`src/rtl/sram_axi_bridge_if.sv`:
```
// Bundle of the core-facing sram-like ports and the AXI master channels of sram_axi_bridge.
// The master modport is the bridge's view; slave is the core/AXI-fabric side.
interface sram_axi_bridge_if;
   localparam int unsigned AW  = 32;
   localparam int unsigned DW  = 32;
   localparam int unsigned SW  = 4;
   localparam int unsigned IDW = 4;

   logic           inst_sram_req;
   logic           inst_sram_wr;
   logic [1:0]     inst_sram_size;
   logic [AW-1:0]  inst_sram_addr;
   logic [SW-1:0]  inst_sram_wstrb;
   logic [DW-1:0]  inst_sram_wdata;
   logic           inst_sram_addr_ok;
   logic           inst_sram_data_ok;
   logic [DW-1:0]  inst_sram_rdata;

   logic           data_sram_req;
   logic           data_sram_wr;
   logic [1:0]     data_sram_size;
   logic [SW-1:0]  data_sram_wstrb;
   logic [AW-1:0]  data_sram_addr;
   logic [DW-1:0]  data_sram_wdata;
   logic           data_sram_addr_ok;
   logic           data_sram_data_ok;
   logic [DW-1:0]  data_sram_rdata;

   logic [IDW-1:0] arid;
   logic [AW-1:0]  araddr;
   logic [7:0]     arlen;
   logic [2:0]     arsize;
   logic [1:0]     arburst;
   logic [1:0]     arlock;
   logic [3:0]     arcache;
   logic [2:0]     arprot;
   logic           arvalid;
   logic           arready;

   logic [IDW-1:0] rid;
   logic [DW-1:0]  rdata;
   logic [1:0]     rresp;
   logic           rlast;
   logic           rvalid;
   logic           rready;

   logic [IDW-1:0] awid;
   logic [AW-1:0]  awaddr;
   logic [7:0]     awlen;
   logic [2:0]     awsize;
   logic [1:0]     awburst;
   logic [1:0]     awlock;
   logic [3:0]     awcache;
   logic [2:0]     awprot;
   logic           awvalid;
   logic           awready;

   logic [IDW-1:0] wid;
   logic [DW-1:0]  wdata;
   logic [SW-1:0]  wstrb;
   logic           wlast;
   logic           wvalid;
   logic           wready;

   logic [IDW-1:0] bid;
   logic [1:0]     bresp;
   logic           bvalid;
   logic           bready;

   modport master (
      input  inst_sram_req, inst_sram_wr, inst_sram_size, inst_sram_addr, inst_sram_wstrb, inst_sram_wdata,
      output inst_sram_addr_ok, inst_sram_data_ok, inst_sram_rdata,
      input  data_sram_req, data_sram_wr, data_sram_size, data_sram_wstrb, data_sram_addr, data_sram_wdata,
      output data_sram_addr_ok, data_sram_data_ok, data_sram_rdata,
      output arid, araddr, arlen, arsize, arburst, arlock, arcache, arprot, arvalid,
      input  arready,
      input  rid, rdata, rresp, rlast, rvalid,
      output rready,
      output awid, awaddr, awlen, awsize, awburst, awlock, awcache, awprot, awvalid,
      input  awready,
      output wid, wdata, wstrb, wlast, wvalid,
      input  wready,
      input  bid, bresp, bvalid,
      output bready
   );

   modport slave (
      output inst_sram_req, inst_sram_wr, inst_sram_size, inst_sram_addr, inst_sram_wstrb, inst_sram_wdata,
      input  inst_sram_addr_ok, inst_sram_data_ok, inst_sram_rdata,
      output data_sram_req, data_sram_wr, data_sram_size, data_sram_wstrb, data_sram_addr, data_sram_wdata,
      input  data_sram_addr_ok, data_sram_data_ok, data_sram_rdata,
      input  arid, araddr, arlen, arsize, arburst, arlock, arcache, arprot, arvalid,
      output arready,
      output rid, rdata, rresp, rlast, rvalid,
      input  rready,
      input  awid, awaddr, awlen, awsize, awburst, awlock, awcache, awprot, awvalid,
      output awready,
      input  wid, wdata, wstrb, wlast, wvalid,
      output wready,
      output bid, bresp, bvalid,
      input  bready
   );
endinterface

```
`src/rtl/sram_axi_bridge.sv`:
```
// Merges the core's inst (read-only) and data sram-like ports into one AXI master,
// one outstanding transaction per port, single-beat bursts only.
module sram_axi_bridge #(
   parameter logic [3:0] INST_ID = 4'd0,
   parameter logic [3:0] DATA_ID = 4'd1
) (
   input  logic              clk,
   input  logic              resetn,
   sram_axi_bridge_if.master bus
);
   localparam int unsigned AW = 32;
   localparam int unsigned DW = 32;
   localparam int unsigned SW = 4;

   typedef enum logic [0:0] {AR_IDLE, AR_SEND} ar_state_t;

   ar_state_t ar_state, ar_state_nx;

   logic          inst_busy, inst_pend;
   logic [AW-1:0] inst_addr_q;
   logic [1:0]    inst_size_q;

   logic          drd_busy, drd_pend;
   logic [AW-1:0] drd_addr_q;
   logic [1:0]    drd_size_q;

   logic          wr_busy, awvalid_q, wvalid_q;
   logic [AW-1:0] wr_addr_q;
   logic [1:0]    wr_size_q;
   logic [SW-1:0] wr_strb_q;
   logic [DW-1:0] wr_data_q;

   logic          ar_sel_q, ar_sel_nx;   // 1: data slot owns the AR channel
   logic [AW-1:0] araddr_q, araddr_nx;
   logic [2:0]    arsize_q, arsize_nx;
   logic [3:0]    arid_q, arid_nx;

   logic inst_accept, data_free, data_accept, drd_accept, dwr_accept;
   logic inst_r_hit, data_r_hit, b_hit, ar_hs;
   logic unused_sig;

   assign inst_accept = bus.inst_sram_req & ~inst_busy;
   assign data_free   = ~drd_busy & ~wr_busy;
   assign data_accept = bus.data_sram_req & data_free;
   assign drd_accept  = data_accept & ~bus.data_sram_wr;
   assign dwr_accept  = data_accept & bus.data_sram_wr;

   assign inst_r_hit  = bus.rvalid & (bus.rid == INST_ID) & inst_busy;
   assign data_r_hit  = bus.rvalid & (bus.rid == DATA_ID) & drd_busy;
   assign b_hit       = bus.bvalid & (bus.bid == DATA_ID) & wr_busy & ~awvalid_q & ~wvalid_q;
   assign ar_hs       = (ar_state == AR_SEND) & bus.arready;

   assign bus.inst_sram_addr_ok = ~inst_busy;
   assign bus.inst_sram_data_ok = inst_r_hit;
   assign bus.inst_sram_rdata   = bus.rdata;
   assign bus.data_sram_addr_ok = data_free;
   assign bus.data_sram_data_ok = data_r_hit | b_hit;
   assign bus.data_sram_rdata   = bus.rdata;

   assign bus.arid    = arid_q;
   assign bus.araddr  = araddr_q;
   assign bus.arsize  = arsize_q;
   assign bus.arvalid = (ar_state == AR_SEND);
   assign bus.arlen   = 8'd0;
   assign bus.arburst = 2'b01;
   assign bus.arlock  = 2'd0;
   assign bus.arcache = 4'd0;
   assign bus.arprot  = 3'd0;
   assign bus.rready  = 1'b1;

   assign bus.awid    = DATA_ID;
   assign bus.awaddr  = wr_addr_q;
   assign bus.awsize  = {1'b0, wr_size_q};
   assign bus.awvalid = awvalid_q;
   assign bus.awlen   = 8'd0;
   assign bus.awburst = 2'b01;
   assign bus.awlock  = 2'd0;
   assign bus.awcache = 4'd0;
   assign bus.awprot  = 3'd0;

   assign bus.wid     = DATA_ID;
   assign bus.wdata   = wr_data_q;
   assign bus.wstrb   = wr_strb_q;
   assign bus.wlast   = 1'b1;
   assign bus.wvalid  = wvalid_q;
   assign bus.bready  = 1'b1;

   assign unused_sig = ^{bus.inst_sram_wr, bus.inst_sram_wstrb, bus.inst_sram_wdata,
                         bus.rresp, bus.rlast, bus.bresp};

   // AR arbitration: a request accepted this cycle may be picked directly, data wins ties
   always_comb begin
      ar_state_nx = ar_state;
      ar_sel_nx   = ar_sel_q;
      araddr_nx   = araddr_q;
      arsize_nx   = arsize_q;
      arid_nx     = arid_q;
      case (ar_state)
         AR_IDLE: begin
            if (drd_pend | drd_accept) begin
               ar_state_nx = AR_SEND;
               ar_sel_nx   = 1'b1;
               arid_nx     = DATA_ID;
               araddr_nx   = drd_pend ? drd_addr_q : bus.data_sram_addr;
               arsize_nx   = {1'b0, (drd_pend ? drd_size_q : bus.data_sram_size)};
            end else if (inst_pend | inst_accept) begin
               ar_state_nx = AR_SEND;
               ar_sel_nx   = 1'b0;
               arid_nx     = INST_ID;
               araddr_nx   = inst_pend ? inst_addr_q : bus.inst_sram_addr;
               arsize_nx   = {1'b0, (inst_pend ? inst_size_q : bus.inst_sram_size)};
            end
         end
         AR_SEND: begin
            if (bus.arready) ar_state_nx = AR_IDLE;
         end
         default: ar_state_nx = AR_IDLE;
      endcase
   end

   always_ff @(posedge clk) begin
      if (!resetn) begin
         ar_state <= AR_IDLE;
         ar_sel_q <= 1'b0;
         araddr_q <= '0;
         arsize_q <= '0;
         arid_q   <= '0;
      end else begin
         ar_state <= ar_state_nx;
         ar_sel_q <= ar_sel_nx;
         araddr_q <= araddr_nx;
         arsize_q <= arsize_nx;
         arid_q   <= arid_nx;
      end
   end

   // Read slots: busy spans accept..R beat, pending spans accept..AR handshake
   always_ff @(posedge clk) begin
      if (!resetn) begin
         inst_busy   <= 1'b0;
         inst_pend   <= 1'b0;
         inst_addr_q <= '0;
         inst_size_q <= '0;
         drd_busy    <= 1'b0;
         drd_pend    <= 1'b0;
         drd_addr_q  <= '0;
         drd_size_q  <= '0;
      end else begin
         if (inst_accept) begin
            inst_busy   <= 1'b1;
            inst_pend   <= 1'b1;
            inst_addr_q <= bus.inst_sram_addr;
            inst_size_q <= bus.inst_sram_size;
         end else if (inst_r_hit) begin
            inst_busy <= 1'b0;
         end
         if (ar_hs && !ar_sel_q) inst_pend <= 1'b0;

         if (drd_accept) begin
            drd_busy   <= 1'b1;
            drd_pend   <= 1'b1;
            drd_addr_q <= bus.data_sram_addr;
            drd_size_q <= bus.data_sram_size;
         end else if (data_r_hit) begin
            drd_busy <= 1'b0;
         end
         if (ar_hs && ar_sel_q) drd_pend <= 1'b0;
      end
   end

   // Write slot: AW and W launch together and retire independently, then wait for B
   always_ff @(posedge clk) begin
      if (!resetn) begin
         wr_busy   <= 1'b0;
         awvalid_q <= 1'b0;
         wvalid_q  <= 1'b0;
         wr_addr_q <= '0;
         wr_size_q <= '0;
         wr_strb_q <= '0;
         wr_data_q <= '0;
      end else if (dwr_accept) begin
         wr_busy   <= 1'b1;
         awvalid_q <= 1'b1;
         wvalid_q  <= 1'b1;
         wr_addr_q <= bus.data_sram_addr;
         wr_size_q <= bus.data_sram_size;
         wr_strb_q <= bus.data_sram_wstrb;
         wr_data_q <= bus.data_sram_wdata;
      end else begin
         if (b_hit)                     wr_busy   <= 1'b0;
         if (awvalid_q && bus.awready)  awvalid_q <= 1'b0;
         if (wvalid_q && bus.wready)    wvalid_q  <= 1'b0;
      end
   end
endmodule
```
`src/flat_wrapper.sv`:
```
// flat-port wrapper written by rule: the top's interface ports become plain ports
module sram_axi_bridge_flat 
#(
   parameter logic [3:0] INST_ID = 4'd0,
   parameter logic [3:0] DATA_ID = 4'd1
)
  (clk, resetn, bus_inst_sram_req, bus_inst_sram_wr, bus_inst_sram_size, bus_inst_sram_addr, bus_inst_sram_wstrb, bus_inst_sram_wdata, bus_inst_sram_addr_ok, bus_inst_sram_data_ok, bus_inst_sram_rdata, bus_data_sram_req, bus_data_sram_wr, bus_data_sram_size, bus_data_sram_wstrb, bus_data_sram_addr, bus_data_sram_wdata, bus_data_sram_addr_ok, bus_data_sram_data_ok, bus_data_sram_rdata, bus_arid, bus_araddr, bus_arlen, bus_arsize, bus_arburst, bus_arlock, bus_arcache, bus_arprot, bus_arvalid, bus_arready, bus_rid, bus_rdata, bus_rresp, bus_rlast, bus_rvalid, bus_rready, bus_awid, bus_awaddr, bus_awlen, bus_awsize, bus_awburst, bus_awlock, bus_awcache, bus_awprot, bus_awvalid, bus_awready, bus_wid, bus_wdata, bus_wstrb, bus_wlast, bus_wvalid, bus_wready, bus_bid, bus_bresp, bus_bvalid, bus_bready);
  sram_axi_bridge_if bus_i ();
  input  logic clk;
  input  logic resetn;
  input wire logic [$bits(bus_i.inst_sram_req)-1:0] bus_inst_sram_req;
  input wire logic [$bits(bus_i.inst_sram_wr)-1:0] bus_inst_sram_wr;
  input wire logic [$bits(bus_i.inst_sram_size)-1:0] bus_inst_sram_size;
  input wire logic [$bits(bus_i.inst_sram_addr)-1:0] bus_inst_sram_addr;
  input wire logic [$bits(bus_i.inst_sram_wstrb)-1:0] bus_inst_sram_wstrb;
  input wire logic [$bits(bus_i.inst_sram_wdata)-1:0] bus_inst_sram_wdata;
  output wire logic [$bits(bus_i.inst_sram_addr_ok)-1:0] bus_inst_sram_addr_ok;
  output wire logic [$bits(bus_i.inst_sram_data_ok)-1:0] bus_inst_sram_data_ok;
  output wire logic [$bits(bus_i.inst_sram_rdata)-1:0] bus_inst_sram_rdata;
  input wire logic [$bits(bus_i.data_sram_req)-1:0] bus_data_sram_req;
  input wire logic [$bits(bus_i.data_sram_wr)-1:0] bus_data_sram_wr;
  input wire logic [$bits(bus_i.data_sram_size)-1:0] bus_data_sram_size;
  input wire logic [$bits(bus_i.data_sram_wstrb)-1:0] bus_data_sram_wstrb;
  input wire logic [$bits(bus_i.data_sram_addr)-1:0] bus_data_sram_addr;
  input wire logic [$bits(bus_i.data_sram_wdata)-1:0] bus_data_sram_wdata;
  output wire logic [$bits(bus_i.data_sram_addr_ok)-1:0] bus_data_sram_addr_ok;
  output wire logic [$bits(bus_i.data_sram_data_ok)-1:0] bus_data_sram_data_ok;
  output wire logic [$bits(bus_i.data_sram_rdata)-1:0] bus_data_sram_rdata;
  output wire logic [$bits(bus_i.arid)-1:0] bus_arid;
  output wire logic [$bits(bus_i.araddr)-1:0] bus_araddr;
  output wire logic [$bits(bus_i.arlen)-1:0] bus_arlen;
  output wire logic [$bits(bus_i.arsize)-1:0] bus_arsize;
  output wire logic [$bits(bus_i.arburst)-1:0] bus_arburst;
  output wire logic [$bits(bus_i.arlock)-1:0] bus_arlock;
  output wire logic [$bits(bus_i.arcache)-1:0] bus_arcache;
  output wire logic [$bits(bus_i.arprot)-1:0] bus_arprot;
  output wire logic [$bits(bus_i.arvalid)-1:0] bus_arvalid;
  input wire logic [$bits(bus_i.arready)-1:0] bus_arready;
  input wire logic [$bits(bus_i.rid)-1:0] bus_rid;
  input wire logic [$bits(bus_i.rdata)-1:0] bus_rdata;
  input wire logic [$bits(bus_i.rresp)-1:0] bus_rresp;
  input wire logic [$bits(bus_i.rlast)-1:0] bus_rlast;
  input wire logic [$bits(bus_i.rvalid)-1:0] bus_rvalid;
  output wire logic [$bits(bus_i.rready)-1:0] bus_rready;
  output wire logic [$bits(bus_i.awid)-1:0] bus_awid;
  output wire logic [$bits(bus_i.awaddr)-1:0] bus_awaddr;
  output wire logic [$bits(bus_i.awlen)-1:0] bus_awlen;
  output wire logic [$bits(bus_i.awsize)-1:0] bus_awsize;
  output wire logic [$bits(bus_i.awburst)-1:0] bus_awburst;
  output wire logic [$bits(bus_i.awlock)-1:0] bus_awlock;
  output wire logic [$bits(bus_i.awcache)-1:0] bus_awcache;
  output wire logic [$bits(bus_i.awprot)-1:0] bus_awprot;
  output wire logic [$bits(bus_i.awvalid)-1:0] bus_awvalid;
  input wire logic [$bits(bus_i.awready)-1:0] bus_awready;
  output wire logic [$bits(bus_i.wid)-1:0] bus_wid;
  output wire logic [$bits(bus_i.wdata)-1:0] bus_wdata;
  output wire logic [$bits(bus_i.wstrb)-1:0] bus_wstrb;
  output wire logic [$bits(bus_i.wlast)-1:0] bus_wlast;
  output wire logic [$bits(bus_i.wvalid)-1:0] bus_wvalid;
  input wire logic [$bits(bus_i.wready)-1:0] bus_wready;
  input wire logic [$bits(bus_i.bid)-1:0] bus_bid;
  input wire logic [$bits(bus_i.bresp)-1:0] bus_bresp;
  input wire logic [$bits(bus_i.bvalid)-1:0] bus_bvalid;
  output wire logic [$bits(bus_i.bready)-1:0] bus_bready;
  assign bus_i.inst_sram_req = bus_inst_sram_req;
  assign bus_i.inst_sram_wr = bus_inst_sram_wr;
  assign bus_i.inst_sram_size = bus_inst_sram_size;
  assign bus_i.inst_sram_addr = bus_inst_sram_addr;
  assign bus_i.inst_sram_wstrb = bus_inst_sram_wstrb;
  assign bus_i.inst_sram_wdata = bus_inst_sram_wdata;
  assign bus_inst_sram_addr_ok = bus_i.inst_sram_addr_ok;
  assign bus_inst_sram_data_ok = bus_i.inst_sram_data_ok;
  assign bus_inst_sram_rdata = bus_i.inst_sram_rdata;
  assign bus_i.data_sram_req = bus_data_sram_req;
  assign bus_i.data_sram_wr = bus_data_sram_wr;
  assign bus_i.data_sram_size = bus_data_sram_size;
  assign bus_i.data_sram_wstrb = bus_data_sram_wstrb;
  assign bus_i.data_sram_addr = bus_data_sram_addr;
  assign bus_i.data_sram_wdata = bus_data_sram_wdata;
  assign bus_data_sram_addr_ok = bus_i.data_sram_addr_ok;
  assign bus_data_sram_data_ok = bus_i.data_sram_data_ok;
  assign bus_data_sram_rdata = bus_i.data_sram_rdata;
  assign bus_arid = bus_i.arid;
  assign bus_araddr = bus_i.araddr;
  assign bus_arlen = bus_i.arlen;
  assign bus_arsize = bus_i.arsize;
  assign bus_arburst = bus_i.arburst;
  assign bus_arlock = bus_i.arlock;
  assign bus_arcache = bus_i.arcache;
  assign bus_arprot = bus_i.arprot;
  assign bus_arvalid = bus_i.arvalid;
  assign bus_i.arready = bus_arready;
  assign bus_i.rid = bus_rid;
  assign bus_i.rdata = bus_rdata;
  assign bus_i.rresp = bus_rresp;
  assign bus_i.rlast = bus_rlast;
  assign bus_i.rvalid = bus_rvalid;
  assign bus_rready = bus_i.rready;
  assign bus_awid = bus_i.awid;
  assign bus_awaddr = bus_i.awaddr;
  assign bus_awlen = bus_i.awlen;
  assign bus_awsize = bus_i.awsize;
  assign bus_awburst = bus_i.awburst;
  assign bus_awlock = bus_i.awlock;
  assign bus_awcache = bus_i.awcache;
  assign bus_awprot = bus_i.awprot;
  assign bus_awvalid = bus_i.awvalid;
  assign bus_i.awready = bus_awready;
  assign bus_wid = bus_i.wid;
  assign bus_wdata = bus_i.wdata;
  assign bus_wstrb = bus_i.wstrb;
  assign bus_wlast = bus_i.wlast;
  assign bus_wvalid = bus_i.wvalid;
  assign bus_i.wready = bus_wready;
  assign bus_i.bid = bus_bid;
  assign bus_i.bresp = bus_bresp;
  assign bus_i.bvalid = bus_bvalid;
  assign bus_bready = bus_i.bready;
  sram_axi_bridge #(.INST_ID(INST_ID), .DATA_ID(DATA_ID)) u_core (.clk(clk), .resetn(resetn), .bus(bus_i));
endmodule
```
`config.mk`:
```
export PLATFORM = sky130hd
export DESIGN_NAME = sram_axi_bridge_flat
export DESIGN_NICKNAME = d
export VERILOG_FILES = /design/src/rtl/sram_axi_bridge_if.sv /design/src/rtl/sram_axi_bridge.sv /design/src/flat_wrapper.sv
export SDC_FILE = /design/constraint.sdc
export NUM_CORES = 1
export LEC_CHECK = 0
export CAP_MARGIN = 20
export CELL_PAD_IN_SITES_DETAIL_PLACEMENT = 1
export CELL_PAD_IN_SITES_GLOBAL_PLACEMENT = 1
export CORE_UTILIZATION = 30
export CTS_BUF_LIST = sky130_fd_sc_hd__clkbuf_16
export CTS_CLUSTER_DIAMETER = 150
export DETAILED_ROUTE_END_ITERATION = 7
export HOLD_SLACK_MARGIN = 0.12
export PLACE_DENSITY = 0.81
export SLEW_MARGIN = 10
export SYNTH_ARGS = -nofsm -noshare
export SYNTH_HDL_FRONTEND = slang
export SYNTH_SLANG_ARGS = --single-unit
```
`constraint.sdc`:
```
create_clock -name clk -period 3.9 [get_ports clk]
set_input_delay 0.585 -clock clk [delete_from_list [all_inputs] [get_ports clk]]
set_output_delay 0.585 -clock clk [all_outputs]
set_load 0.1 [all_outputs]
```
Yosys cells after proc, flatten, opt, wreduce, memory -nomap -nowiden
Cells that the tools add are included.
{"block": "word_totals", "ff_bits": 186}
{"block": "op_classes", "n_eq_ne": 2, "mux": 26, "n_bitwise": 25, "n_reduce_logical": 15}
{"operator": "32-bit 2-to-1 mux", "count": 4}
{"operator": "1-bit 2-to-1 mux", "count": 15}
{"operator": "1-bit bitwise AND", "count": 14}
{"operator": "2-bit nonzero test", "count": 6}
{"operator": "4-bit by 1-bit == test with 1-bit output, second input constant", "count": 2}
{"operator": "4-bit 2-to-1 mux", "count": 2}
{"operator": "1-bit NOT", "count": 8}
{"operator": "3-bit 2-to-1 mux", "count": 2}
{"operator": "1-bit logical AND", "count": 4}
{"operator": "4-bit zero test", "count": 1}
{"operator": "2-bit 2-to-1 mux", "count": 2}
{"operator": "2-bit OR reduction", "count": 2}
{"operator": "1-bit bitwise OR", "count": 3}
{"operator": "1-bit case mux with 2 select lines", "count": 1}
{"operator": "2-bit AND reduction", "count": 1}
{"operator": "1-bit zero test", "count": 1}

Logic depth before layout (Yosys ltp)
Gate-level depths: netlist of run 1.
{"block": "logic_depth", "depth_word": 7, "mapped_depth": 6, "depth_no_buf": 4}

Worst setup path after synthesis of run 1
No wires, ideal clock.
{"block": "synth_timing", "path_type": "input to output", "startpoint": "input bus_rid[1]", "endpoint": "output bus_inst_sram_data_ok", "arrival_time_ps": 3295, "required_time_ps": 3315, "path_slack_ps": 20, "cell_stages": 2, "path_buffers": 0, "cell_sequence": "nor4b_1 nor3b_1"}
{"block": "synth_between", "elab_chain_cells": 3}
{"item": "start, declared", "line_no": "flat_wrapper.sv:39", "source": "input wire logic [$bits(bus_i.rid)-1:0] bus_rid;"}
{"item": "4-bit zero test", "line_no": "sram_axi_bridge.sv:48", "source": "assign inst_r_hit = bus.rvalid & (bus.rid == INST_ID) & inst_busy;"}
{"item": "1-bit bitwise AND (2 in series)", "line_no": "sram_axi_bridge.sv:48"}
{"item": "end, declared", "line_no": "flat_wrapper.sv:18", "source": "output wire logic [$bits(bus_i.inst_sram_data_ok)-1:0] bus_inst_sram_data_ok;"}
No other way between the ends.

Worst setup path after layout of run 1
Ends and elaborated chain as after synthesis.

==> flow_summary.toml, run 1 <==
[die]
dieArea_sq_um = 28730
num_rows = 60
coreArea_sq_um = 27250
start_util_pct = 30.88
die_y_microns = 169.5
io_pins = 426
die_w_microns = 169.5

[setup_path]
slowest_stage = "nor4b_1"
r2r.worst_path.cells = 5
cp_slowest_stage_delay_ps = 520
path_max_fanout = 3
startpoint = "bus_rid[1]"
worst_ep_required_time_ps = 3310
endpoint_kind = "primary output"
cp.depth = 4
timing.rr.start = "u_core.wr_busy$_SDFFE_PN0P_"
worstPathArrival_ps = 2200
path_class = "input port to primary output"
worst-r2r-setup-slack_ps = 1730
critPathBufInv = 2
cp_top_family = "simple AND/OR/NAND/NOR gates"
path_cells = "clkdlybuf4s50_1 > nor4b_1 > nor3b_1 > buf_4"
worst_setup_path_start_kind = "input port"

[synthesis]
syn_area_sq_um = 8416
syn_avg_cell_area_sq_um = 8.163
ys_seq_area_share_pct = 43.06
synth_edf_count = 0
synthXorXnorAreaFrac_pct = 0
synth_mux_area_share_pct = 4.550
ys_ff_latch = 181
ys.flop_type = "dfxtp_1"
yosysUniqueCellTypes = 29
synth.yosys.warnings = 0
synth_top_family_by_area = "compound AO/OA/AOI/OAI gates"
syn_inst = 1031
synthAdderAreaFrac_pct = 0
yosys.area_share.simple_pct = 17.10
synth_compound_area_share_pct = 20.96
synthArstFlopShare_pct = 0

[clock_network]
post-cts-setup-buffer-count = 0
htreeDepth = 4
cts_tree = "done"
cts_resized = 0
cts_root_buf = "clkbuf_16"
clkLatencyLatePin_ps = 420
numCtsBuffers = 17
clock_sink_count = 181
cts_hold_buffers = 0
clkTransAtPathRegs_ps = 60
ctsLongestPathBuffers = 2

[grt]
antenna_found_initial = 0
grt_max_degree = 84
grt_overflow = 0
grt_pass1_wl_microns = 38030
grt_pass1_vias = 7131
grt_usage_pct = 16.81

[detailed_routing]
antenna_left = 0
routed_wl_microns = 24150
avgRoutedWirePerCell_microns = 15.70
first_pass_iters = 4
viasPerCell = 4.568
first_iter_violations = 294
num_vias = 7025
drc = 0

[worst_hold_path]
hold_depth = 2
hp-class = "flip-flop to flip-flop"
min-delay-start = "u_core.bus.wdata[27]$_SDFFE_PN0P_"

[final_layout]
antenna_cells = 0
final_cell_mix = "nand2_1, clkdlybuf4s50_1, dfxtp_1"
area_growth_pct = 29.68
utilization_pct = 40.05
layout-drive-gt1-share_pct = 7.719
nets = 1351
fin_cells = 1538
mostFrequentLayoutCell = "nand2_1"

[power_and_ir_drop]
p_comb_share_pct = 31.6
clockPowerShare_pct = 30.7
p_int_uw = 3318
p_leak_uw = 0.004027
p_seq_share_pct = 37.7
switching_power_uw = 2157
vdd_ir_drop_max_v = 0.0002464
p_sw_share_pct = 39.39
pwr_density_cell_nw_per_um2 = 501.7

[place]
gp_congestion = 0.7345
dp_hpwl_microns = 16180
io_buffers = 233
placedCellCount = 1508

[run_status]
status = "completed"

[timing]
rsz0062_at_grt = "no"
worst_slew_pin_slew_ps = 1031
period_share_pct = 71.42
slew_violations = 0
setup_violations = 0
slew-limit-headroom_pct = 31.07
fmax_mhz = 359.0
min_period_ps = 2785
hold_viol_final = 0
finalSetupTns_ps = 0
skew_ps = 15.54

[flow_run]
maxCapViolations = 0
## kinds of logic (layout without fill, tap and decap cells)
group	Yosys count	count (layout)
buffers and inverters	195	278
other	2	54
multiplexers	34	34
AND/OR/NAND/NOR	369	369
flip-flops	181	181
AO/OA/AOI/OAI	250	250
## worst reg2reg max path, stage by stage, from the launching register on
cell and delay [ps]:
dfxtp_1 360, or4b_4 790, a31oi_4 240, buf_4 360, o22ai_1 140, and2_1 170
## Yosys cell counts, types with 3 or more instances
library cell / number / area (sq um)
a21o_1: 34 / 255.2
buf_4: 120 / 900.9
nor2_1: 4 / 15.01
nand2_1: 349 / 1310
nand2b_1: 3 / 18.77
buf_1: 3 / 11.26
dfxtp_1: 181 / 3623
nor2b_1: 3 / 18.77
nor4b_1: 3 / 26.28
buf_2: 13 / 65.06
a31oi_1: 34 / 212.7
a21boi_0: 140 / 1051
mux2_2: 34 / 382.9
o21ai_1: 14 / 70.07
o21ai_0: 21 / 105.1
clkbuf_1: 57 / 214.0
## cell type report
class,count,area [sq um]
clock inverter,13,126.4
multi-input combinational,707,3815
inverter,2,7.507
timing repair buffer,246,2447
sequential,181,3626
clock buffer,17,425.4
fill,3221,16340
tap,372,465.4
## final timing paths
kind                                                     endpoint
worst min-delay path            u_core.bus.wdata[27]$_SDFFE_PN0P_
worst min register to register  u_core.bus.wdata[27]$_SDFFE_PN0P_
worst max register to register       u_core.ar_sel_q$_SDFFE_PN0P_
worst max-delay path                        bus_inst_sram_data_ok
## layer usage
| layer | part of all wire, % | wire [microns] | track usage, % |
|---|---|---|---|
| met4 | 1.5 | 360 | 4.348 |
| met2 | 51 | 12220 | 30.90 |
| met1 | 43 | 10280 | 18.92 |
| met5 | 0 | 0 | 0 |
| met3 | 5.3 | 1285 | 4.711 |
## flip-flops by register name, indices dropped and copies added (netlist names)
name	flops
u_core.inst_busy	1
u_core.bus.arvalid	1
u_core.wr_busy	1
u_core.inst_pend	1
u_core.drd_busy	1
u_core.ar_sel_q	1
u_core.wr_size_q	2
u_core.bus.wdata	32
u_core.bus.awvalid	1
u_core.bus.arsize	2
u_core.inst_size_q	2
u_core.inst_addr_q	32
u_core.bus.awaddr	32
u_core.drd_addr_q	32
u_core.drd_size_q	2
u_core.bus.wvalid	1
u_core.bus.araddr	32
u_core.drd_pend	1
u_core.bus.wstrb	4
## power by group through the flow
stage	logic (uW)	registers (uW)	clock network [uW]
finish	1730	2060	1680
global placement	1730	2100	0
detailed placement	1750	2110	0
global route	1820	2080	1820
CTS	1750	2060	1750
floorplan	991	2750	0
## metrics by stage
step	setup WS [ps]	power, uW	cell area, sq um	hold slack (ps)
6_report	1115	5475	10910	462.3
5_1_grt	927.5	5716	10910	484.7
4_1_cts	1096	5565	10910	466.6
3_5_place_dp	988.7	3852	10360	457.4
3_3_place_gp	1057	3826	10360	446.1
2_1_floorplan	19.91	3742	8611	440.0
(Power assumes the default switching activity.)
==> run 2, diff against run 1 <==
--- a/config.mk
+++ b/config.mk
@@ -8,12 +8,12 @@
 export CAP_MARGIN = 20
 export CELL_PAD_IN_SITES_DETAIL_PLACEMENT = 1
 export CELL_PAD_IN_SITES_GLOBAL_PLACEMENT = 1
-export CORE_UTILIZATION = 30
+export CORE_UTILIZATION = 25
 export CTS_BUF_LIST = sky130_fd_sc_hd__clkbuf_16
 export CTS_CLUSTER_DIAMETER = 150
 export DETAILED_ROUTE_END_ITERATION = 7
 export HOLD_SLACK_MARGIN = 0.12
-export PLACE_DENSITY = 0.81
+export PLACE_DENSITY = 0.72
 export SLEW_MARGIN = 10
 export SYNTH_ARGS = -nofsm -noshare
 export SYNTH_HDL_FRONTEND = slang
==> constraint.sdc (replaced) <==
create_clock -name clk -period 2.45 [get_ports clk]
set_input_delay 0.3675 -clock clk [delete_from_list [all_inputs] [get_ports clk]]
set_output_delay 0.3675 -clock clk [all_outputs]
set_load 0.1 [all_outputs]
==> run 2 against run 1 <==
Worst hold slack got worse by 18 ps. Highest routed layer unchanged. Non-clock buffer count increased by 6. Sequential cell count unchanged. Register-to-register slack got worse by 1100 ps. Wire length increased by 4.2%. Count of clock-buffer cells in the layout unchanged. Clock power increased by 70%. Sequential share of layout area decreased by 0.076 points. Sequential power increased by 59%. Die area increased by 20%. Setup slack got worse by 830 ps.
==> flow_summary.toml, run 2 (synthesis results as in run 1) <==
[grt]
grt_usage_pct = 14.63
gr-usage-met1_pct = 16.37
grt_pass1_vias = 6928
met2_usage_pct = 26.34
use_met3_pct = 4.304
grt_pass1_wl_microns = 38550
grt_overflow = 0
antenna_found_initial = 0
grt_busiest_layer = "met2"
grt_max_degree = 99

[final_layout]
multi_input_area_sq_um = 3830
final_cell_area_sq_um = 10940
mostFrequentLayoutCell = "nand2_1"
nets = 1357
layout-drive-gt1-share_pct = 17.97
antenna_cells = 0
fill_cells = 3933
seqCellArea_sq_um = 3626
area_growth_pct = 29.97
utilization_pct = 33.28
final_cell_mix = "nand2_1, dfxtp_1, a21boi_0"

[clock_network]
numCtsBuffers = 17
cts_resized = 0
clkLatencyLatePin_ps = 440
ctsLongestPathBuffers = 2
cts_tree = "done"
clkTransAtPathRegs_ps = 70
clock_sink_count = 181
cts_hold_buffers = 0
post-cts-setup-buffer-count = 0
cts_root_buf = "clkbuf_16"
htreeDepth = 4

[power_and_ir_drop]
vdd_ir_drop_max_v = 0.0004604
switching_power_uw = 3510
clockPowerShare_pct = 32.0
p_comb_share_pct = 31.2
p_sw_share_pct = 39.44
p_leak_uw = 0.004315
p_seq_share_pct = 36.8
p_int_uw = 5389
pwr_density_cell_nw_per_um2 = 813.6

[die]
io_pins = 426
die_w_microns = 185.5
start_util_pct = 25.61
coreArea_sq_um = 32870
dieArea_sq_um = 34400
num_rows = 66
die_y_microns = 185.5

[setup_path]
endpoint_kind = "primary output"
worst_ep_required_time_ps = 2080
cp_slowest_stage_delay_ps = 410
path_class = "input port to primary output"
worstPathArrival_ps = 1800
worst_setup_path_start_kind = "input port"
slowest_stage = "clkdlybuf4s50_1"
path_cells = "clkdlybuf4s50_1 > nor4b_1 > buf_4 > nor3b_2 > buf_12"
path_max_fanout = 3

[timing]
worst_slew_pin_slew_ps = 845.6
fmax_mhz = 461.8
setup_violations = 0
min_period_ps = 2166
period_share_pct = 88.39
hold_viol_final = 0
slew-limit-headroom_pct = 43.63
slew_violations = 0
finalSetupTns_ps = 0
skew_ps = 9.223
rsz0062_at_grt = "no"

[detailed_routing]
first_pass_iters = 4
num_vias = 7098
viasPerCell = 4.392
drc = 0
avgRoutedWirePerCell_microns = 15.56
antenna_left = 0
first_iter_violations = 186
routed_wl_microns = 25150

[place]
gp_congestion = 0.7029
placed_area_sq_um = 10350
dp_hpwl_microns = 16560
io_buffers = 233

[flow_run]
maxCapViolations = 0

[run_status]
status = "completed"

[worst_hold_path]
hp-class = "input port to flip-flop"
[run 2: cell types whose count changed in the layout (fill, tap and decap cells not counted), sizes merged]
cell           previous run  this run
clkinvlp                  5         4
inv                       7         9
buf                      16       132
bufinv                    1         2
clkdlybuf4s50           230       120
[run 2: metal layers]
layer  routed length [microns]  vias to the layer above
li1                          -                     3472
met1                     10470                     3420
met2                     12710                      180
met3                      1580                       26
met4                       391                        0
met5                         0                        -
[run 2: power groups by stage]
stage	clock network [uW]	registers, uW	logic (uW)
global route	3090	3300	2920
finish	2850	3280	2770
floorplan	0	4380	1580
detailed placement	0	3340	2800
CTS	2980	3280	2810
global placement	0	3340	2770
[run 2: through the flow]
step / std cells / setup WS [ps] / hold WS, ps / power [uW]
6_report: 1616 / 284.3 / 444.8 / 8899
3_5_place_dp: 1584 / 153.5 / 455.3 / 6146
4_1_cts: 1616 / 269.6 / 447.4 / 9061
3_3_place_gp: 1584 / 221.9 / 445.5 / 6111
5_1_grt: 1616 / 138.9 / 461.9 / 9309
2_1_floorplan: 1083 / -35.40 / 440.0 / 5957
[run 2: critical path, delay by kind of cell]
| family | cells | cell delay (ps) |
|---|---|---|
| buf+inv | 3 | 810 |
| simple gates | 2 | 620 |
[run 2: cell type report]
| type | instances | area share (%) |
|---|---|---|
| Multi-Input combinational cell | 707 | 35.01 |
| Tap cell | 442 | 5.056 |
| Sequential cell | 181 | 33.15 |
| Clock inverter | 15 | 1.521 |
| Clock buffer | 17 | 3.889 |
| Inverter | 2 | 0.06863 |
| Timing Repair Buffer | 252 | 21.30 |
[run 2: path summary, 6_finish.rpt]
kind | slack [ps] | depth (start not counted) | start | to
min reg2reg | 460 | 2 | u_core.inst_addr_q[27]$_SDFFE_PN0P_ | u_core.inst_addr_q[27]$_SDFFE_PN0P_
max | 280 | 5 | bus_rid[1] | bus_inst_sram_data_ok
max reg2reg | 620 | 5 | u_core.wr_busy$_SDFFE_PN0P_ | u_core.bus.araddr[4]$_SDFFE_PN0P_
min | 440 | 3 | resetn | u_core.bus.awaddr[2]$_SDFFE_PN0P_
==> run 3, diff against run 2 <==
--- a/config.mk
+++ b/config.mk
@@ -5,6 +5,7 @@
 export SDC_FILE = /design/constraint.sdc
 export NUM_CORES = 1
 export LEC_CHECK = 0
+export ABC_AREA = 1
 export CAP_MARGIN = 20
 export CELL_PAD_IN_SITES_DETAIL_PLACEMENT = 1
 export CELL_PAD_IN_SITES_GLOBAL_PLACEMENT = 1
@@ -13,7 +14,7 @@
 export CTS_CLUSTER_DIAMETER = 150
 export DETAILED_ROUTE_END_ITERATION = 7
 export HOLD_SLACK_MARGIN = 0.12
-export PLACE_DENSITY = 0.72
+export PLACE_DENSITY = 0.73
 export SLEW_MARGIN = 10
 export SYNTH_ARGS = -nofsm -noshare
 export SYNTH_HDL_FRONTEND = slang
==> run 3 against run 2 <==
Global-route usage grew 1.8 points. Clock skew up 4.5 ps. Count of clock-buffer cells in the layout unchanged. Setup slack improved by 34 ps. Die area up 4.8%. Worst hold slack barely moved. Wire length grew 18%. Largest power group unchanged. Highest routed layer is now met5.
==> flow_summary.toml, run 3 <==
[synthesis]
synth.yosys.warnings = 0
synthTopCellsByCount = "nand2_1, dfxtp_1, inv_1"
synthArstFlopShare_pct = 0
syn_area_sq_um = 8821
ys.flop_type = "dfxtp_1"
synth_area_leader_cell = "dfxtp_1"
synth.top_cells.by_area = "dfxtp_1, nand2_1, buf_4, a21oi_1, o21ai_0"
synth_edf_count = 0
ys_seq_area_share_pct = 41.08
synth.top_cell.area_share_pct = 41.08
yosysMostFrequentCell = "nand2_1"
ys_ff_latch = 181
yosysUniqueCellTypes = 25
syn_avg_cell_area_sq_um = 6.817
syn_inst = 1294

[die]
dieArea_sq_um = 36040
num_rows = 68
start_util_pct = 25.47
die_y_microns = 189.8
die_w_microns = 189.8
io_pins = 426
coreArea_sq_um = 34630

[final_layout]
final_cell_area_sq_um = 11320
fin_cells = 1889
layout-drive-gt1-share_pct = 12.78
fill_cells = 4328
nets = 1615
final_cell_mix = "nand2_1, dfxtp_1, inv_1"
area_growth_pct = 28.37
mostFrequentLayoutCell = "nand2_1"

[detailed_routing]
antenna_left = 0
num_vias = 8467
drc = 0
first_pass_iters = 6
viasPerCell = 4.482
first_iter_violations = 312
routed_wl_microns = 29680
avgRoutedWirePerCell_microns = 15.71

[timing]
worst_slew_pin_slew_ps = 623.8
setup_violations = 0
finalSetupTns_ps = 0
rsz0062_at_grt = "no"
slew-limit-headroom_pct = 58.42
skew_ps = 13.73
hold_viol_final = 0
slew_violations = 0
period_share_pct = 86.99
min_period_ps = 2131
fin_ws_ps = 318.8
fmax_mhz = 469.2

[grt]
grt_pass1_wl_microns = 46040
antenna_found_initial = 3
grt_max_degree = 55
grt_pass1_vias = 8518
grt_usage_pct = 16.46
grt_overflow = 0

[place]
io_buffers = 233
dp_worst_setup_slack_ps = 215.1
dp_hpwl_microns = 21340
placedCellCount = 1855
gp_congestion = 0.7402
placed_area_sq_um = 10750

[setup_path]
path_class = "input port to primary output"
cp_slowest_stage_delay_ps = 420
worstPathArrival_ps = 1760
worst_setup_path_start_kind = "input port"
worst_ep_required_time_ps = 2080
endpoint_kind = "primary output"
path_cells = "clkdlybuf4s50_1 > nor2_1 > nand4_1 > o21ai_1 > buf_12"
worst-r2r-setup-slack_ps = 790
path_max_fanout = 2
slowest_stage = "clkdlybuf4s50_1"

[clock_network]
clkTransAtPathRegs_ps = 70
cts_root_buf = "clkbuf_16"
ctsLongestPathBuffers = 2
clkLatencyLatePin_ps = 450
clock_sink_count = 181
htreeDepth = 4
numCtsBuffers = 17
cts_resized = 0
cts_tree = "done"
cts_hold_buffers = 0
post-cts-setup-buffer-count = 0

[power_and_ir_drop]
p_leak_uw = 0.005047
pwr_density_cell_nw_per_um2 = 834.8
vdd_ir_drop_max_v = 0.0005013

[worst_hold_path]
hp-class = "flip-flop to flip-flop"

[flow_run]
maxCapViolations = 0

[run_status]
status = "completed"
-- run 3: cell types whose count changed after synthesis, sizes merged, moves of 35 or more --
cell and delta:
a21boi -140, a21oi +141, inv +146, nand3 +36, nand4 +35, nor2 +70, o21ai +107
-- run 3: through the flow --
| step | hold WS, ps | utilization, % | total power (uW) |
|---|---|---|---|
| after floorplan | 440.2 | - | 6457 |
| after global placement | 431.1 | 31.04 | 6732 |
| after detailed placement | 438.8 | 31.04 | 6783 |
| after CTS | 427.6 | 32.69 | 9622 |
| after global routing | 468.0 | 32.69 | 9940 |
| final | 445.1 | 32.70 | 9452 |
-- run 3: metal layers --
layer	vias to the layer above	global-route usage, %	wire length [microns]
met5	-	0	17
met3	38	5.036	1982
met4	2	5.056	546
met1	4047	18.18	12020
li1	4159	-	-
met2	221	29.87	15120
-- run 3: where the power goes --
group          switching [uW]  total, uW  internal [uW]
clock                    1340       2770           1430
sequential                142       3350           3200
combinational            2580       3340            758
-- run 3: cells by family after synthesis --
family | after synthesis | synth area share [%]
other | 2 | 0.08514
buffers and inverters | 355 | 20.64
AOI/OAI and AO/OA | 286 | 16.24
DFF | 181 | 41.08
and+or+nand+nor | 470 | 21.96
-- run 3: path summary, 6_finish.rpt --
| check | endpoint | from | depth (start not counted) |
|---|---|---|---|
| max | bus_data_sram_data_ok | bus_rid[3] | 5 |
| min reg2reg | u_core.wr_size_q[0]$_SDFFE_PN0P_ | u_core.wr_size_q[0]$_SDFFE_PN0P_ | 2 |
| max reg2reg | u_core.bus.araddr[5]$_SDFFE_PN0P_ | u_core.wr_busy$_SDFFE_PN0P_ | 8 |
| min | u_core.wr_size_q[0]$_SDFFE_PN0P_ | u_core.wr_size_q[0]$_SDFFE_PN0P_ | 2 |
-- run 3: cell type report --
type                            count  area (sq um)  share of cell area (%)
Antenna cell                        2         5.005                 0.04420
Timing Repair Buffer              260          2397                   21.17
Clock inverter                     15         142.6                   1.260
Sequential cell                   181          3625                   32.01
Clock buffer                       17         425.4                   3.757
Multi-Input combinational cell    810          3600                   31.79
Inverter                          149         559.3                   4.939
Tap cell                          455         569.3                   5.028
-- run 3: worst max-delay path, delay by kind of cell --
family                 cells  cell delay, ps
AO/OA/AOI/OAI              1             340
buffers and inverters      2             640
AND/OR/NAND/NOR            2             410
